[config.mk]
export PLATFORM = sky130hd
export DESIGN_NAME = updown_sweep_ctrl
export DESIGN_NICKNAME = d
export VERILOG_FILES = /design/src/rtl/updown_sweep_ctrl.sv
export SDC_FILE = /design/constraint.sdc
export NUM_CORES = 1
export LEC_CHECK = 0
export ABC_AREA = 1
export CAP_MARGIN = 25
export CORE_MARGIN = 2
export CORE_UTILIZATION = 29
export CTS_CLUSTER_SIZE = 16
export DETAILED_ROUTE_END_ITERATION = 10
export PLACE_DENSITY = 0.61
export SETUP_SLACK_MARGIN = 0.4
export SLEW_MARGIN = 40
export SYNTH_ARGS = -nofsm -noshare
export SYNTH_HDL_FRONTEND = slang
export SYNTH_SLANG_ARGS = --single-unit
[constraint.sdc]
create_clock -name clk -period 1.6 [get_ports clk]
set_input_delay 0.32 -clock clk [delete_from_list [all_inputs] [get_ports clk]]
set_output_delay 0.32 -clock clk [all_outputs]
set_load 0.05 [all_outputs]
[src/rtl/updown_sweep_ctrl.sv]
`default_nettype none
// ============================================================================
//  Module   : updown_sweep_ctrl
//  Purpose  : Bounded up/down sweep counter. On an accepted start it counts
//             lo -> hi -> lo for a programmed number of sweeps, then pulses
//             done. Invalid starts are rejected with a one-cycle err pulse.
//  Revision : 1.0 - initial release
// ============================================================================
module updown_sweep_ctrl #(
    parameter int WIDTH = 3,
    parameter int SWW   = 4
) (
    input  logic             clk,
    input  logic             rst,
    input  logic             start,
    input  logic             abort,
    input  logic [WIDTH-1:0] lo,
    input  logic [WIDTH-1:0] hi,
    input  logic [SWW-1:0]   sweeps,
    output logic [WIDTH-1:0] count,
    output logic             up_down,
    output logic             busy,
    output logic             done,
    output logic             err
);

    localparam logic [WIDTH-1:0] c_one     = WIDTH'(1);
    localparam logic [SWW-1:0]   c_rem_one = SWW'(1);
    localparam logic [SWW-1:0]   c_rem_zero = '0;

    typedef enum logic [1:0] {
        S_IDLE = 2'd0,
        S_UP   = 2'd1,
        S_DOWN = 2'd2,
        S_DONE = 2'd3
    } state_t;

    state_t           state_q,   state_d;
    logic [WIDTH-1:0] count_q,   count_d;
    logic [WIDTH-1:0] lo_q,      lo_d;
    logic [WIDTH-1:0] hi_q,      hi_d;
    logic [SWW-1:0]   rem_q,     rem_d;
    logic             up_down_q, up_down_d;
    logic             busy_q,    busy_d;
    logic             done_q,    done_d;
    logic             err_q,     err_d;

    // Next-state and next-output computation; everything holds by default,
    // pulses (done/err) default low.
    always_comb begin
        state_d   = state_q;
        count_d   = count_q;
        lo_d      = lo_q;
        hi_d      = hi_q;
        rem_d     = rem_q;
        up_down_d = up_down_q;
        busy_d    = busy_q;
        done_d    = 1'b0;
        err_d     = 1'b0;

        case (state_q)
            S_IDLE: begin
                if (start) begin
                    lo_d  = lo;
                    hi_d  = hi;
                    rem_d = sweeps;
                    if ((lo >= hi) || (sweeps == c_rem_zero)) begin
                        err_d = 1'b1;
                    end else begin
                        state_d   = S_UP;
                        count_d   = lo;
                        up_down_d = 1'b1;
                        busy_d    = 1'b1;
                    end
                end
            end

            S_UP: begin
                if (abort) begin
                    state_d = S_IDLE;
                    busy_d  = 1'b0;
                end else if (count_q < hi_q) begin
                    count_d = count_q + c_one;
                end else begin
                    // Turn around: hi is shown for exactly one cycle.
                    state_d   = S_DOWN;
                    count_d   = hi_q - c_one;
                    up_down_d = 1'b0;
                end
            end

            S_DOWN: begin
                if (abort) begin
                    state_d = S_IDLE;
                    busy_d  = 1'b0;
                end else if (count_q > lo_q) begin
                    count_d = count_q - c_one;
                end else if (rem_q == c_rem_one) begin
                    // Last sweep finished: park on lo and report completion.
                    state_d   = S_DONE;
                    rem_d     = c_rem_zero;
                    up_down_d = 1'b1;
                    busy_d    = 1'b0;
                    done_d    = 1'b1;
                end else begin
                    // lo was already shown this cycle, so restart at lo+1.
                    state_d   = S_UP;
                    rem_d     = rem_q - c_rem_one;
                    count_d   = lo_q + c_one;
                    up_down_d = 1'b1;
                end
            end

            S_DONE: begin
                state_d = S_IDLE;
            end

            default: begin
                state_d = S_IDLE;
                busy_d  = 1'b0;
            end
        endcase
    end

    // State and output registers with synchronous reset.
    always_ff @(posedge clk) begin
        if (rst) begin
            state_q   <= S_IDLE;
            count_q   <= '0;
            lo_q      <= '0;
            hi_q      <= '0;
            rem_q     <= '0;
            up_down_q <= 1'b1;
            busy_q    <= 1'b0;
            done_q    <= 1'b0;
            err_q     <= 1'b0;
        end else begin
            state_q   <= state_d;
            count_q   <= count_d;
            lo_q      <= lo_d;
            hi_q      <= hi_d;
            rem_q     <= rem_d;
            up_down_q <= up_down_d;
            busy_q    <= busy_d;
            done_q    <= done_d;
            err_q     <= err_d;
        end
    end

    assign count   = count_q;
    assign up_down = up_down_q;
    assign busy    = busy_q;
    assign done    = done_q;
    assign err     = err_q;

endmodule
`default_nettype wire

==> impl_metrics.prom <==
# TYPE chip_impl_metric gauge
chip_impl_metric{name="buffer_ports.inserted",unit=""} 20
chip_impl_info{name="startpoint_type",value="flip-flop"} 1
chip_impl_metric{name="design.die.area",unit="mm²"} 0.00559
chip_impl_metric{name="gr-usage-all-layers",unit=""} 0.155
chip_impl_metric{name="clk_pin_slew_worst_paths",unit="ps"} 80
chip_impl_metric{name="area_growth_from_synthesis_to_layout",unit="%"} 61.0
chip_impl_metric{name="synth_area",unit="mm²"} 0.00145
chip_impl_metric{name="cts_buffer_depth",unit=""} 2
chip_impl_metric{name="worstPathRequired",unit="ps"} 1770
chip_impl_metric{name="drtPass1Iterations",unit=""} 4
chip_impl_metric{name="worstPathArrival",unit="ps"} 1710
chip_impl_metric{name="num-fill-cells",unit=""} 450
chip_impl_metric{name="achievable-frequency",unit="MHz"} 650
chip_impl_metric{name="die_h",unit="µm"} 74.7
chip_impl_metric{name="finalHoldViolCount",unit=""} 0
chip_impl_metric{name="setup_violations",unit=""} 0
chip_impl_metric{name="leftover_overflow_at_the_end_of_global_routing",unit=""} 0
chip_impl_metric{name="netlist-cell-type-count",unit=""} 28
chip_impl_info{name="outcome",value="finished clean"} 1
chip_impl_metric{name="dr_total_vias",unit=""} 1559
chip_impl_metric{name="drive_gt1_frac",unit=""} 0.409
chip_impl_info{name="mostFrequentLayoutCells",value="35 x sky130_fd_sc_hd__buf_4, 34 x sky130_fd_sc_hd__nand2_1, 22 x sky130_fd_sc_hd__inv_1"} 1
chip_impl_metric{name="total_power",unit="W"} 0.00452
chip_impl_metric{name="final_period_minus_worst_setup_slack",unit="ps"} 1540
chip_impl_info{name="hp-class",value="flip-flop to flip-flop"} 1
chip_impl_metric{name="postLayoutCoreUtil",unit=""} 0.488
chip_impl_metric{name="number_of_nets_in_the_finished_design",unit=""} 302
chip_impl_metric{name="finalCritPeriodShare",unit=""} 0.962
chip_impl_metric{name="postRouteWirelength",unit="µm"} 3910
chip_impl_metric{name="synth-warning-count",unit=""} 0
chip_impl_metric{name="cap_violations",unit=""} 0
chip_impl_metric{name="viasPerCell",unit=""} 4.64
chip_impl_metric{name="area_occupied_by_registers",unit="µm²"} 398
chip_impl_metric{name="clock-skew-final",unit="ps"} 5.32
chip_impl_metric{name="routed_wire_length_per_instance",unit="µm"} 11.6
chip_impl_info{name="critical_path_class",value="flip-flop to flip-flop"} 1
chip_impl_metric{name="postSynthRegisterBits",unit=""} 19
chip_impl_metric{name="area_of_the_multi_input_gates",unit="mm²"} 0.00118
chip_impl_metric{name="vias_in_the_first_global_route",unit=""} 1483
chip_impl_metric{name="grt_max_degree",unit=""} 14
chip_impl_metric{name="cts_inserted_buffers",unit=""} 3
chip_impl_metric{name="postCtsHoldBufs",unit=""} 0
chip_impl_metric{name="core-area",unit="mm²"} 0.00479
chip_impl_metric{name="power_per_cell_area",unit="mW/mm²"} 1940
chip_impl_info{name="rsz0062_at_grt",value="yes"} 1
chip_impl_metric{name="critical_path.max_fanout",unit=""} 6
chip_impl_metric{name="peakVddDrop",unit="V"} 0.000966
chip_impl_metric{name="placer_congestion",unit=""} 0.854
chip_impl_metric{name="number_of_antenna_violations_at_the_first_check_in_global_routing",unit=""} 0
chip_impl_info{name="clock-root-buffer",value="sky130_fd_sc_hd__clkbuf_8"} 1
chip_impl_metric{name="grt_first_pass_wirelength",unit="µm"} 6690
chip_impl_metric{name="count_of_mapped_cells_out_of_synthesis",unit=""} 214
chip_impl_metric{name="syn-mean-instance-area",unit="µm²"} 6.78
chip_impl_metric{name="synth_nets",unit=""} 246
chip_impl_metric{name="cts.sinks",unit=""} 19
chip_impl_metric{name="die-width",unit="µm"} 74.7
chip_impl_info{name="cts_tree",value="built"} 1
chip_impl_metric{name="power_leakage",unit="nW"} 1.07
chip_impl_metric{name="residual_drc_count",unit=""} 0
chip_impl_info{name="endpoint_kind",value="flip-flop"} 1
chip_impl_info{name="final_common_cell",value="sky130_fd_sc_hd__buf_4"} 1
chip_impl_metric{name="sequential_element_share_of_the_synthesized_area",unit=""} 0.262
chip_impl_metric{name="timing.slew.headroom",unit=""} 0.832
chip_impl_metric{name="cts-htree-levels",unit=""} 1
chip_impl_metric{name="timing_max_transition_violations_final",unit=""} 0
chip_impl_metric{name="num_io_pins",unit=""} 21
chip_impl_metric{name="num_antenna_cells",unit=""} 0
chip_impl_metric{name="worst_pin_slew",unit="ps"} 251
chip_impl_metric{name="fin_worst_hold_slack",unit="ps"} 475
chip_impl_metric{name="floorplan.initialDensity",unit=""} 0.303
chip_impl_metric{name="drt-initial-drc-count",unit=""} 32
chip_impl_metric{name="route.antenna.remaining_nets",unit=""} 0
chip_impl_metric{name="rows",unit=""} 25
chip_impl_metric{name="worst_skew_pair.late_latency",unit="ps"} 270
chip_impl_metric{name="detailed_place_hpwl",unit="µm"} 2880
## cell families after synthesis
family / Yosys count / share of synthesized area
XOR/XNOR: 5 / 0.0302
flip-flops: 19 / 0.262
buffers and inverters: 38 / 0.102
AND/OR/NAND/NOR: 96 / 0.309
adder cells (fa/ha/maj): 18 / 0.155
AO/OA/AOI/OAI: 38 / 0.142
## layout make-up
type / count / area share
clock buffer: 3 / 0.0177
clock inverter: 1 / 0.00214
inverter: 35 / 0.0584
multi-input combinational: 157 / 0.507
sequential: 19 / 0.170
tap: 67 / 0.0359
timing repair buffer: 54 / 0.209
## routing by layer
| metal | up-vias | track usage | part of all wire |
|---|---|---|---|
| li1 | 811 | - | - |
| met1 | 706 | 0.209 | 0.47 |
| met2 | 37 | 0.257 | 0.47 |
| met3 | 5 | 0.0161 | 0.041 |
| met4 | 0 | 0.0536 | 0.016 |
| met5 | - | 0 | 0 |
## critical path, cell delays in order, from the launching register on
cell                       delay, ps
sky130_fd_sc_hd__dfxtp_4         380
sky130_fd_sc_hd__ha_4            320
sky130_fd_sc_hd__nand3_4          70
sky130_fd_sc_hd__nand2_4          90
sky130_fd_sc_hd__nand2_4          70
sky130_fd_sc_hd__nand3b_1        130
sky130_fd_sc_hd__nand3_4         120
sky130_fd_sc_hd__nor2_1          110
sky130_fd_sc_hd__nand2_1          60
sky130_fd_sc_hd__nand2_1          60
sky130_fd_sc_hd__inv_1            30
## synth_stat cells
cell type | instances | share of area
sky130_fd_sc_hd__a211oi_1 | 2 | 0.010
sky130_fd_sc_hd__a21oi_1 | 16 | 0.055
sky130_fd_sc_hd__a21oi_2 | 1 | 0.0060
sky130_fd_sc_hd__a31oi_1 | 1 | 0.0043
sky130_fd_sc_hd__buf_2 | 1 | 0.0034
sky130_fd_sc_hd__buf_4 | 1 | 0.0052
sky130_fd_sc_hd__clkbuf_1 | 1 | 0.0026
sky130_fd_sc_hd__dfxtp_1 | 19 | 0.26
sky130_fd_sc_hd__ha_1 | 18 | 0.16
sky130_fd_sc_hd__inv_1 | 31 | 0.080
sky130_fd_sc_hd__inv_2 | 4 | 0.010
sky130_fd_sc_hd__nand2_1 | 38 | 0.098
sky130_fd_sc_hd__nand2_2 | 4 | 0.017
sky130_fd_sc_hd__nand2_4 | 2 | 0.016
sky130_fd_sc_hd__nand3_1 | 22 | 0.076
sky130_fd_sc_hd__nand3_2 | 1 | 0.0069
sky130_fd_sc_hd__nand3b_1 | 2 | 0.010
sky130_fd_sc_hd__nand4_1 | 5 | 0.022
sky130_fd_sc_hd__nor2_1 | 18 | 0.047
sky130_fd_sc_hd__nor2_2 | 2 | 0.0086
sky130_fd_sc_hd__nor3_1 | 1 | 0.0034
sky130_fd_sc_hd__o21ai_0 | 12 | 0.041
sky130_fd_sc_hd__o21ai_1 | 4 | 0.014
sky130_fd_sc_hd__o21ai_2 | 1 | 0.0060
sky130_fd_sc_hd__o21bai_1 | 1 | 0.0052
sky130_fd_sc_hd__or2_2 | 1 | 0.0043
sky130_fd_sc_hd__xnor2_1 | 4 | 0.024
sky130_fd_sc_hd__xor2_1 | 1 | 0.0060
## where the power goes
part	switching (W)	internal (W)	leakage, nW
clock network	0.000192	0.000174	0.0255
registers	0.000144	0.000651	0.161
logic	0.00188	0.00149	0.885
## stage by stage
step / setup WS [ps] / area, µm² / std cells / setup TNS, ps
2_1_floorplan: 103 / 1570 / 214 / 0
3_3_place_gp: -451 / 2040 / 321 / -3250
3_5_place_dp: -493 / 2040 / 321 / -3610
4_1_cts: 48.9 / 2220 / 332 / 0
5_1_grt: -2.20 / 2340 / 336 / -2.20
6_report: 60.5 / 2340 / 336 / 0
## sequential cells by signal, summed over array words and instances (netlist names)
register and flops:
state_q 2, up_down 1, lo_q 3, rem_q 4
count 3, busy 1, hi_q 3, err 1
done 1
## worst paths after layout
path	slack (ps)	to	cells after the start	start
worst max-delay path	60	count[1]	10	count[2]
worst min-delay path	470	busy	2	busy
worst max register to register	60	count[1]	10	count[2]
worst min register to register	470	busy	2	busy
## what timing repair did
item / 4_1_cts / 5_1_grt
buffers inserted: 7 / 4
endpoints found under the setup margin: 19 / 18
pin swaps: 13 / 13
gates resized for setup: 28 / 24
gates cloned: 0 / 0
Power figures use the tool's default switching activity.
